## src/rtl/stopwatch_seq_ctrl.sv

```systemverilog
// stopwatch_seq_ctrl
// Sequencing controller for the 0-9999 stopwatch counter datapath. Owns
// run/stop, clear, count direction and lap hold, and picks the value shown
// on the FND display.
//
// Optional feature macro: STOPWATCH_AUTO_STOP_EN
//   defined   : terminal-count detection on i_tick stops the run at 9999 (up)
//               or 0 (down)
//   undefined : no terminal detection, the counter wraps, i_tick is unused
//
// Ports
//   clk          system clock
//   reset        asynchronous active-low reset
//   i_run_stop   run/stop pulse (1 cycle)
//   i_clear      clear pulse (1 cycle)
//   i_lap        lap pulse (1 cycle)
//   i_mode       direction switch level, 0 = up, 1 = down
//   i_tick       10 Hz tick that also drives the counter
//   i_count      live counter value
//   o_run_stop   counter enable level
//   o_clear      one-cycle clear pulse to the counter
//   o_mode       latched direction
//   o_disp_data  value sent to the display
//   o_lap_active high while the display is frozen
//   o_state      current state code
//
// state | meaning
// IDLE  | cleared, waiting for run
// RUN   | counting, display live
// STOP  | paused, display live
// LAP   | counting, display frozen on lap register
// CLEAR | one-cycle clear pulse, then IDLE
module stopwatch_seq_ctrl #(
  parameter int WIDTH     = 14,
  parameter int MAX_COUNT = 9999
) (
  input  logic             clk,
  input  logic             reset,
  input  logic             i_run_stop,
  input  logic             i_clear,
  input  logic             i_lap,
  input  logic             i_mode,
  input  logic             i_tick,
  input  logic [WIDTH-1:0] i_count,
  output logic             o_run_stop,
  output logic             o_clear,
  output logic             o_mode,
  output logic [WIDTH-1:0] o_disp_data,
  output logic             o_lap_active,
  output logic [2:0]       o_state
);

  typedef enum logic [2:0] {
    S_IDLE  = 3'd0,
    S_RUN   = 3'd1,
    S_STOP  = 3'd2,
    S_LAP   = 3'd3,
    S_CLEAR = 3'd4
  } state_e;

  state_e           state_q, state_d;
  logic             run_stop_q, run_stop_d;
  logic             clear_q, clear_d;
  logic             mode_q, mode_d;
  logic             lap_active_q, lap_active_d;
  logic [WIDTH-1:0] lap_q, lap_d;
  logic [WIDTH-1:0] disp_q, disp_d;
  logic             term_hit;

`ifdef STOPWATCH_AUTO_STOP_EN
  // The tick that moves the counter onto its end value also stops the run,
  // so the counter lands on 9999 / 0 and stays there.
  always_comb begin
    term_hit = 1'b0;
    if (i_tick) begin
      if (!mode_q && (i_count == WIDTH'(MAX_COUNT - 1))) term_hit = 1'b1;
      if (mode_q && (i_count == WIDTH'(1)))              term_hit = 1'b1;
    end
  end
`else
  logic tick_unused;
  assign tick_unused = i_tick;
  assign term_hit    = 1'b0;
`endif

  always_comb begin
    state_d = state_q;
    lap_d   = lap_q;
    mode_d  = mode_q;
    case (state_q)
      S_IDLE, S_STOP: begin
        if (i_clear)         state_d = S_CLEAR;
        else if (i_run_stop) state_d = S_RUN;
      end
      S_RUN: begin
        if (term_hit || i_run_stop) begin
          state_d = S_STOP;
        end else if (i_lap) begin
          state_d = S_LAP;
          lap_d   = i_count;
        end
      end
      S_LAP: begin
        if (term_hit || i_run_stop) state_d = S_STOP;
        else if (i_lap)             state_d = S_RUN;
      end
      S_CLEAR: state_d = S_IDLE;
      default: state_d = S_IDLE;
    endcase

    // Direction is frozen while counting; a flip takes effect once stopped.
    if (state_q == S_IDLE || state_q == S_STOP || state_q == S_CLEAR) mode_d = i_mode;
    if (state_d == S_CLEAR) lap_d = '0;

    // Outputs are decoded from the next state so they line up with state_q.
    run_stop_d   = (state_d == S_RUN) || (state_d == S_LAP);
    clear_d      = (state_d == S_CLEAR);
    lap_active_d = (state_d == S_LAP);
    disp_d       = lap_active_d ? lap_d : i_count;
  end

  always_ff @(posedge clk or negedge reset) begin
    if (!reset) begin
      state_q      <= S_IDLE;
      run_stop_q   <= 1'b0;
      clear_q      <= 1'b0;
      mode_q       <= 1'b0;
      lap_active_q <= 1'b0;
      lap_q        <= '0;
      disp_q       <= '0;
    end else begin
      state_q      <= state_d;
      run_stop_q   <= run_stop_d;
      clear_q      <= clear_d;
      mode_q       <= mode_d;
      lap_active_q <= lap_active_d;
      lap_q        <= lap_d;
      disp_q       <= disp_d;
    end
  end

  assign o_run_stop   = run_stop_q;
  assign o_clear      = clear_q;
  assign o_mode       = mode_q;
  assign o_lap_active = lap_active_q;
  assign o_disp_data  = disp_q;
  assign o_state      = state_q;

endmodule

```

## config.mk

```make
export PLATFORM = sky130hd
export DESIGN_NAME = stopwatch_seq_ctrl
export DESIGN_NICKNAME = d
export VERILOG_FILES = /design/src/rtl/stopwatch_seq_ctrl.sv
export SDC_FILE = /design/constraint.sdc
export NUM_CORES = 1
export LEC_CHECK = 0
export CORE_ASPECT_RATIO = 1.1
export CORE_MARGIN = 8
export CORE_UTILIZATION = 30
export DETAILED_ROUTE_END_ITERATION = 8
export HOLD_SLACK_MARGIN = 0.03
export PLACE_DENSITY = 0.57
export SLEW_MARGIN = 15
export SYNTH_ARGS = -nofsm -noshare
export SYNTH_HDL_FRONTEND = slang
export SYNTH_SLANG_ARGS = --single-unit
export TNS_END_PERCENT = 50
```

## constraint.sdc

```tcl
create_clock -name clk -period 1.7 [get_ports clk]
set_clock_uncertainty 0.2 [all_clocks]
set_input_delay 0.34 -clock clk [delete_from_list [all_inputs] [get_ports clk]]
set_output_delay 0.34 -clock clk [all_outputs]
set_load 0.1 [all_outputs]
```

== Word-level counts from Yosys, hierarchy flattened ==
Cells that the tools add are included.
Widths: inputs -> output; s select.
Word-level totals
  flip-flop bits (word level): 35
  latch bits: 0
  RAM bits: 0
  bits in read-only memories: 0
  output and inout bits: 21
  logic and storage cells: 31
  memories kept: 0
Operators by class
  add/sub/neg operators: 0
  $mul: 0
  divide/modulo/power cells: 0
  magnitude comparators: 0
  equality and inequality tests: 7
  shift-type cells: 0
  multiplexer cells: 12
  bitwise gates (word level): 0
  reductions and logical operators: 5
Operators by type and width (count)
  $mux 14: 5
  $mux 3: 6
  $eq 3x2->1 const B: 3
  $pmux 3 s3: 1
  $eq 3x1->1 const B: 2
  $eq 3x3->1 const B: 2
  $logic_not 3->1: 1
  $logic_or 1x1->1: 3
  $reduce_or 2->1: 1

== Longest topological paths before layout ==
Gate-level depths: netlist of the first run.
  depth in word-level cells: 6
  mapped depth: 5
  gate-level depth less buffers: 3

== Worst setup path after synthesis of the first run ==
OpenSTA, ideal clock, no wires.
  kind: register to register
  start: register state_q[0] (netlist: o_state[0])
  end: register disp_q[10] (netlist: o_disp_data[10])
  setup time: 125 ps
  data arrival time: 2006 ps
  slack: -631 ps
  stages on the path, launching flop included: 5
  buffers on the path: 1
  cells stage by stage: dfrtp_1 > nor3b_4 > nand2_4 > buf_6 > mux2_4
Between the ends
  longest elaborated chain between the ends: 6
  elaborated cells on any way between the ends: 17
Ends and longest elaborated chain
  start, declared: line 61  | state_e state_q, state_d;
  start signal, assigned: line 132  | state_q <= state_d;
  $eq 3x2->1, or another cell as far along: line 90  | case (state_q)
  $reduce_or 2->1, or another cell as far along: line 90
  $pmux 3 s3: line 90
  $eq 3x3->1: line 113  | if (state_d == S_CLEAR) lap_d = '0;
  $mux 14: line 113
  $mux 14 *: line 119  | disp_d = lap_active_d ? lap_d : i_count;
  via disp_d[10]: line 67  | logic [WIDTH-1:0] disp_q, disp_d;
  end signal, assigned: line 138  | disp_q <= disp_d;
  end, declared: line 67
The timed path passes the listed nets; every way through them passes the cells marked *.
A chain may end at the register's enable or synchronous reset.

== Worst setup path in the final report of the first run ==
  start: register state_q[2] (netlist: o_state[2])
  end: output port o_state[2]
RTL lines
  end, declared: line 50  | output logic [2:0] o_state
No word-level cell between the ends.

==> flow_metrics.env, run 1 <==
export IMPL_ant_nets=0
export IMPL_synth_simple_area_share_pct=14.3
export IMPL_peakVddDrop_mv=0.368
export IMPL_die_w_um=82.1
export IMPL_crit_path_end_kind="output pin"
export IMPL_hpwl_um=2410
export IMPL_p_sw_uw=717
export IMPL_grt_ovfl_total=0
export IMPL_slew_headroom_pct=83.6
export IMPL_seq_power_share_pct=43.9
export IMPL_final_setup_worst_slack_ns=0.0454
export IMPL_cp_startpoint="o_state[2]"
export IMPL_p_comb_share_pct=30.3
export IMPL_clock_sinks=35
export IMPL_antennaDiodeCount=0
export IMPL_swShare_pct=33.2
export IMPL_cts_tree="done"
export IMPL_reg2reg_from="o_state[2]"
export IMPL_layout_drive_gt1_share_pct=36.2
export IMPL_grt_pass1_vias=1141
export IMPL_synth_cell_type_count=21
export IMPL_grt_pass1_wl_um=5470
export IMPL_grt_antenna_before_repair=0
export IMPL_status="finished clean"
export IMPL_final_setup_viol_count=0
export IMPL_utilization_pct=49.4
export IMPL_cts_buffers=5
export IMPL_wl_per_cell_um=14.4
export IMPL_syn_nets=140
export IMPL_nNetsFinal=195
export IMPL_p_per_area_nw_per_um2=938
export IMPL_synth_area_mux_share_pct=14.3
export IMPL_final_max_slew_viol_count=0
export IMPL_drcViolationCount=0
export IMPL_clk_latency_ns=0.28
export IMPL_grt_max_degree=31
export IMPL_synthAdderAreaFrac_pct=0
export IMPL_clk_path_buf_depth=2
export IMPL_die_h_um=88.7
export IMPL_ios=42
export IMPL_syn2layout_area_growth_pct=59.5
export IMPL_tightest_slew_ns=0.245
export IMPL_p_int_mw=1.44
export IMPL_place_gp_congestion=0.802
export IMPL_h_tree_depth=2
export IMPL_path_class="register to output pin"
export IMPL_fp_coreArea_um2=4650
export IMPL_yosysTopAreaCell="dfrtp_1"
export IMPL_viasPerCell=4.60
export IMPL_synthTopCellsByArea="dfrtp_1 (61%), mux2_4 (10%), o21ai_0 (5.6%), nand3_1 (4.9%), mux2_2 (3.9%)"
export IMPL_netlist_instances=119
export IMPL_post_place_ws_ns=-0.377
export IMPL_p_leak_nw=1.06
export IMPL_die_area_um2=7280
export IMPL_yosysSeqAreaShare_pct=60.8
export IMPL_synth_warnings=0
export IMPL_period_needed_ns=1.65
export IMPL_cts_root_buf="clkbuf_8"
export IMPL_p_clk_share_pct=25.8
export IMPL_vias=1058
export IMPL_avgSynthCellArea_um2=12.1
export IMPL_maxCapViolations=0
export IMPL_hold_class="input pin to async pin"
export IMPL_final_hold_violation_count=0
export IMPL_grt_usage_pct=10.1
export IMPL_drtIter0Drc=97
export IMPL_cp_data_arrival_time_ns=1.11
export IMPL_num_rows=26
export IMPL_dr_pass1_iters=4
export IMPL_synth_compound_gate_area_share_pct=7.12
export IMPL_synth_top_family_by_area="simple AND/OR/NAND/NOR gates"
export IMPL_io_buffer_count=40
export IMPL_cp_required_ns=1.16
export IMPL_fmax_mhz=604
export IMPL_yosys_area_share_xor_xnor_pct=0
export IMPL_ys_ff_latch=35
export IMPL_syn_cell_area_um2=1440
export IMPL_final_fill_count=405
export IMPL_cp_start_kind="register"
export IMPL_grt_setup_unrepaired="no"
export IMPL_finalCritPeriodShare_pct=97.3
export IMPL_initial_utilization_pct=31.0
export IMPL_yosys_area_top_type_share_pct=60.8
export IMPL_wirelength_um=3300
export IMPL_clkSlewWorstSetupHoldPaths_ns=0.07
export IMPL_critPathMaxFanout=5
critical path, stage by stage (launching register included):
cell	delay [ns]
dfrtp_4	0.50
buf_4	0.17
buf_12	0.16
layout by cell type, fill, tap and decap left out, drive strengths merged:
cell	n
clkbuf	7
mux2	15
nand3	14
nor3b	2
a21oi	3
dlygate4sd2	1
and2	1
nand2	16
buf	35
o21ai	16
nor3	1
nor2b	3
inv	3
dfrtp	35
or3b	1
clkdlybuf4s50	17
dlygate4sd3	1
nor2	2
o21a	1
logic make-up (layout without fill, tap and decap cells):
| family | count (synthesis) | count (layout) |
|---|---|---|
| buffers and inverters | 10 | 64 |
| muxes | 15 | 15 |
| AOI/OAI and AO/OA | 20 | 20 |
| DFF | 35 | 35 |
| and+or+nand+nor | 39 | 40 |
cell type report:
cell class / instances / area (µm²) / share of cell area, %
Clock buffer: 7 / 76.3 / 3.32
Sequential cell: 35 / 885 / 38.5
Multi-Input combinational cell: 75 / 527 / 22.9
Inverter: 3 / 11.3 / 0.490
Timing Repair Buffer: 54 / 728 / 31.7
Tap cell: 56 / 70.1 / 3.05
worst paths after layout:
check,to,slack [ns],cells past startpoint
min in group clk,o_disp_data[3],0.31,1
setup reg to reg,o_disp_data[11],0.09,4
setup / recovery,o_state[2],0.05,2
hold reg to reg,o_disp_data[3],0.31,1
max in group asynchronous,o_state[0],0.69,3
hold / removal,o_disp_data[7],0.21,2
through the flow:
stage | TNS [ns] | cell area [µm²] | power [mW] | cells | hold WS, ns
after detailed placement | -9.85 | 2190 | 1.61 | 220 | -0.0186
after floorplan | -3.58 | 1450 | 1.31 | 119 | -0.156
after CTS | 0 | 2290 | 2.18 | 230 | 0.215
after global placement | -8.69 | 2190 | 1.60 | 220 | -0.0253
after global routing | 0 | 2300 | 2.25 | 230 | 0.226
final | 0 | 2300 | 2.16 | 230 | 0.212
sequential cells by signal, indices dropped and copies added (netlist names):
signal / flops
o_state: 3
o_disp_data: 14
o_run_stop: 1
o_mode: 1
lap_q: 14
o_clear: 1
o_lap_active: 1
synthesized netlist by cell type:
cell type  count
dfrtp_1       35
o21ai_0       16
nand2_1       14
nand3_1       14
mux2_4        10
mux2_2         5
a21oi_1        3
clkbuf_1       3
inv_1          3
nor2b_1        3
buf_2          2
nor2_1         2
and2_1         1
buf_6          1
clkbuf_2       1
nand2_4        1
nor3_1         1
nor3b_1        1
nor3b_4        1
o21a_1         1
or3b_2         1
layer usage:
layer	vias up	track usage, %	part of all wire (%)
li1	513	-	-
met3	5	4.78	9.1
met2	34	15.9	48
met1	506	11.3	41
met4	0	4.79	1.8
met5	-	0	0
repair_timing:
item	CTS	global route
hold endpoints to repair	35	0
resized for setup	3	1
pin swaps	2	1
buffers inserted	1	0
cloned	1	0
hold buffers	1	0
setup endpoints to repair	22	13
power by group through the flow:
stage	Sequential (mW)	Clock [mW]	Combinational (mW)
6_report	0.946	0.556	0.653
5_1_grt	0.953	0.613	0.685
4_1_cts	0.947	0.571	0.660
3_5_place_dp	0.962	0	0.651
3_3_place_gp	0.958	0	0.645
2_1_floorplan	1.21	0	0.105
Note: power is estimated with default switching activity, not from simulation.
==> run 2, diff against run 1 <==
- CTS_CLUSTER_DIAMETER: default -> 60
- PLACE_DENSITY: 0.57 -> default
==> run 2 against run 1 <==
Via count increased by 1.9%; clock power increased by 19%; sequential cell count unchanged; worst setup slack improved by 0.0012 ns.
==> flow_metrics.env, run 2 (same netlist as run 1, synthesis figures left out) <==
export IMPL_status="finished clean"
export IMPL_cts_root_buf="clkbuf_8"
export IMPL_vias=1078
export IMPL_postLayoutCellArea_um2=2320
export IMPL_tightest_slew_ns=0.311
export IMPL_dr_pass1_iters=4
export IMPL_post_layout_nonfiller_instances=229
export IMPL_clk_path_buf_depth=2
export IMPL_cts_tree="done"
export IMPL_grt_usage_pct=10.5
export IMPL_mostFrequentLayoutCell="dfrtp_1"
export IMPL_layout_drive_gt1_share_pct=38.2
export IMPL_drtIter0Drc=153
export IMPL_cp_startpoint="o_state[2]"
export IMPL_grt_antenna_before_repair=0
export IMPL_peakVddDrop_mv=0.631
export IMPL_viasPerCell=4.71
export IMPL_ios=42
export IMPL_grt_max_degree=36
export IMPL_final_fill_count=402
export IMPL_grt_pass1_vias=1198
export IMPL_wirelength_um=3530
export IMPL_syn2layout_area_growth_pct=61.3
export IMPL_hpwl_um=2460
export IMPL_die_area_um2=7280
export IMPL_die_h_um=88.7
export IMPL_num_rows=26
export IMPL_clkSlewWorstSetupHoldPaths_ns=0.08
export IMPL_clk_latency_ns=0.28
export IMPL_wl_per_cell_um=15.4
export IMPL_clock_sinks=35
export IMPL_p_per_area_nw_per_um2=976
export IMPL_grt_pass1_wl_um=5790
export IMPL_fp_coreArea_um2=4650
export IMPL_postCtsHoldBufs=0
export IMPL_final_setup_viol_count=0
export IMPL_maxCapViolations=0
export IMPL_initial_utilization_pct=31.0
export IMPL_place_gp_congestion=0.818
export IMPL_cp_required_ns=1.16
export IMPL_io_buffer_count=40
export IMPL_nNetsFinal=193
export IMPL_period_needed_ns=1.65
export IMPL_critPathMaxFanout=5
export IMPL_crit_path_end_kind="output pin"
export IMPL_ant_nets=0
export IMPL_slew_headroom_pct=79.2
export IMPL_finalCritPeriodShare_pct=97.3
export IMPL_mostFrequentLayoutCells="dfrtp_1 (32), buf_12 (22), clkdlybuf4s50_1 (18), o21ai_0 (15)"
export IMPL_post_place_ws_ns=-0.332
export IMPL_antennaDiodeCount=0
export IMPL_dp_cells=219
export IMPL_final_max_slew_viol_count=0
export IMPL_h_tree_depth=2
export IMPL_p_leak_nw=1.08
export IMPL_power_total_mw=2.27
export IMPL_placed_area_um2=2190
export IMPL_final_hold_violation_count=0
export IMPL_cp_data_arrival_time_ns=1.11
export IMPL_reg2reg_from="o_state[0]"
export IMPL_cp_start_kind="register"
export IMPL_cts_buffers=5
export IMPL_grt_setup_unrepaired="no"
export IMPL_layout_area_seq_um2=885
export IMPL_timing_hold_ws_ns=0.228
export IMPL_path_class="register to output pin"
export IMPL_multi_input_area_um2=537
export IMPL_drcViolationCount=0
export IMPL_final_setup_worst_slack_ns=0.0466
export IMPL_grt_ovfl_total=0
export IMPL_fmax_mhz=605
export IMPL_die_w_um=82.1
export IMPL_hold_class="input pin to async pin"
==> run 2: repair_timing <==
action                     4_1_cts  5_1_grt
pin swaps                        2        0
cloned                           1        0
resized for setup                3        4
buffers inserted                 1        0
setup endpoints to repair       16       28
==> run 2: through the flow <==
step / util, % / setup TNS (ns)
after global routing: 49.9 / 0
after CTS: 49.8 / 0
final: 49.9 / 0
after detailed placement: 47.0 / -9.17
after floorplan: - / -3.58
after global placement: 47.0 / -7.96
==> run 2: final cells by class <==
| class | count | area share (%) |
|---|---|---|
| Clock buffer | 7 | 4.15 |
| Clock inverter | 1 | 0.323 |
| Inverter | 3 | 0.485 |
| Multi-Input combinational cell | 75 | 23.1 |
| Sequential cell | 35 | 38.1 |
| Tap cell | 56 | 3.02 |
| Timing Repair Buffer | 52 | 30.8 |
==> run 2: where the power goes <==
group / internal [mW] / switching, mW / total, mW
Combinational: 0.259 / 0.400 / 0.659
Sequential: 0.897 / 0.0502 / 0.947
Clock: 0.368 / 0.292 / 0.661
==> run 2: worst max-delay path, cell delays in order, from the launching register on <==
cell and delay, ns:
dfrtp_4 0.50, buf_4 0.17, buf_12 0.16
==> run 2: worst paths after layout <==
path                                   end  slack (ns)  cells past startpoint
hold / removal             o_disp_data[10]        0.23                      2
hold reg to reg             o_disp_data[3]        0.31                      1
setup / recovery                o_state[2]        0.05                      2
min in group clk            o_disp_data[3]        0.31                      1
max in group asynchronous       o_state[0]        0.87                      2
setup reg to reg           o_disp_data[13]        0.05                      4
==> run 2: per-layer routing <==
layer,GRT usage (%),vias to the layer above,wire [µm]
li1,-,507,-
met1,12.0,539,1490
met2,16.9,30,1710
met3,4.27,2,305
met4,4.63,0,19
met5,0,-,0
==> run 3, diff against run 2 <==
- SLEW_MARGIN: 15 -> 20
==> results of run 3 <==
No change in the layout: final DEF, timing and power equal those of run 2.
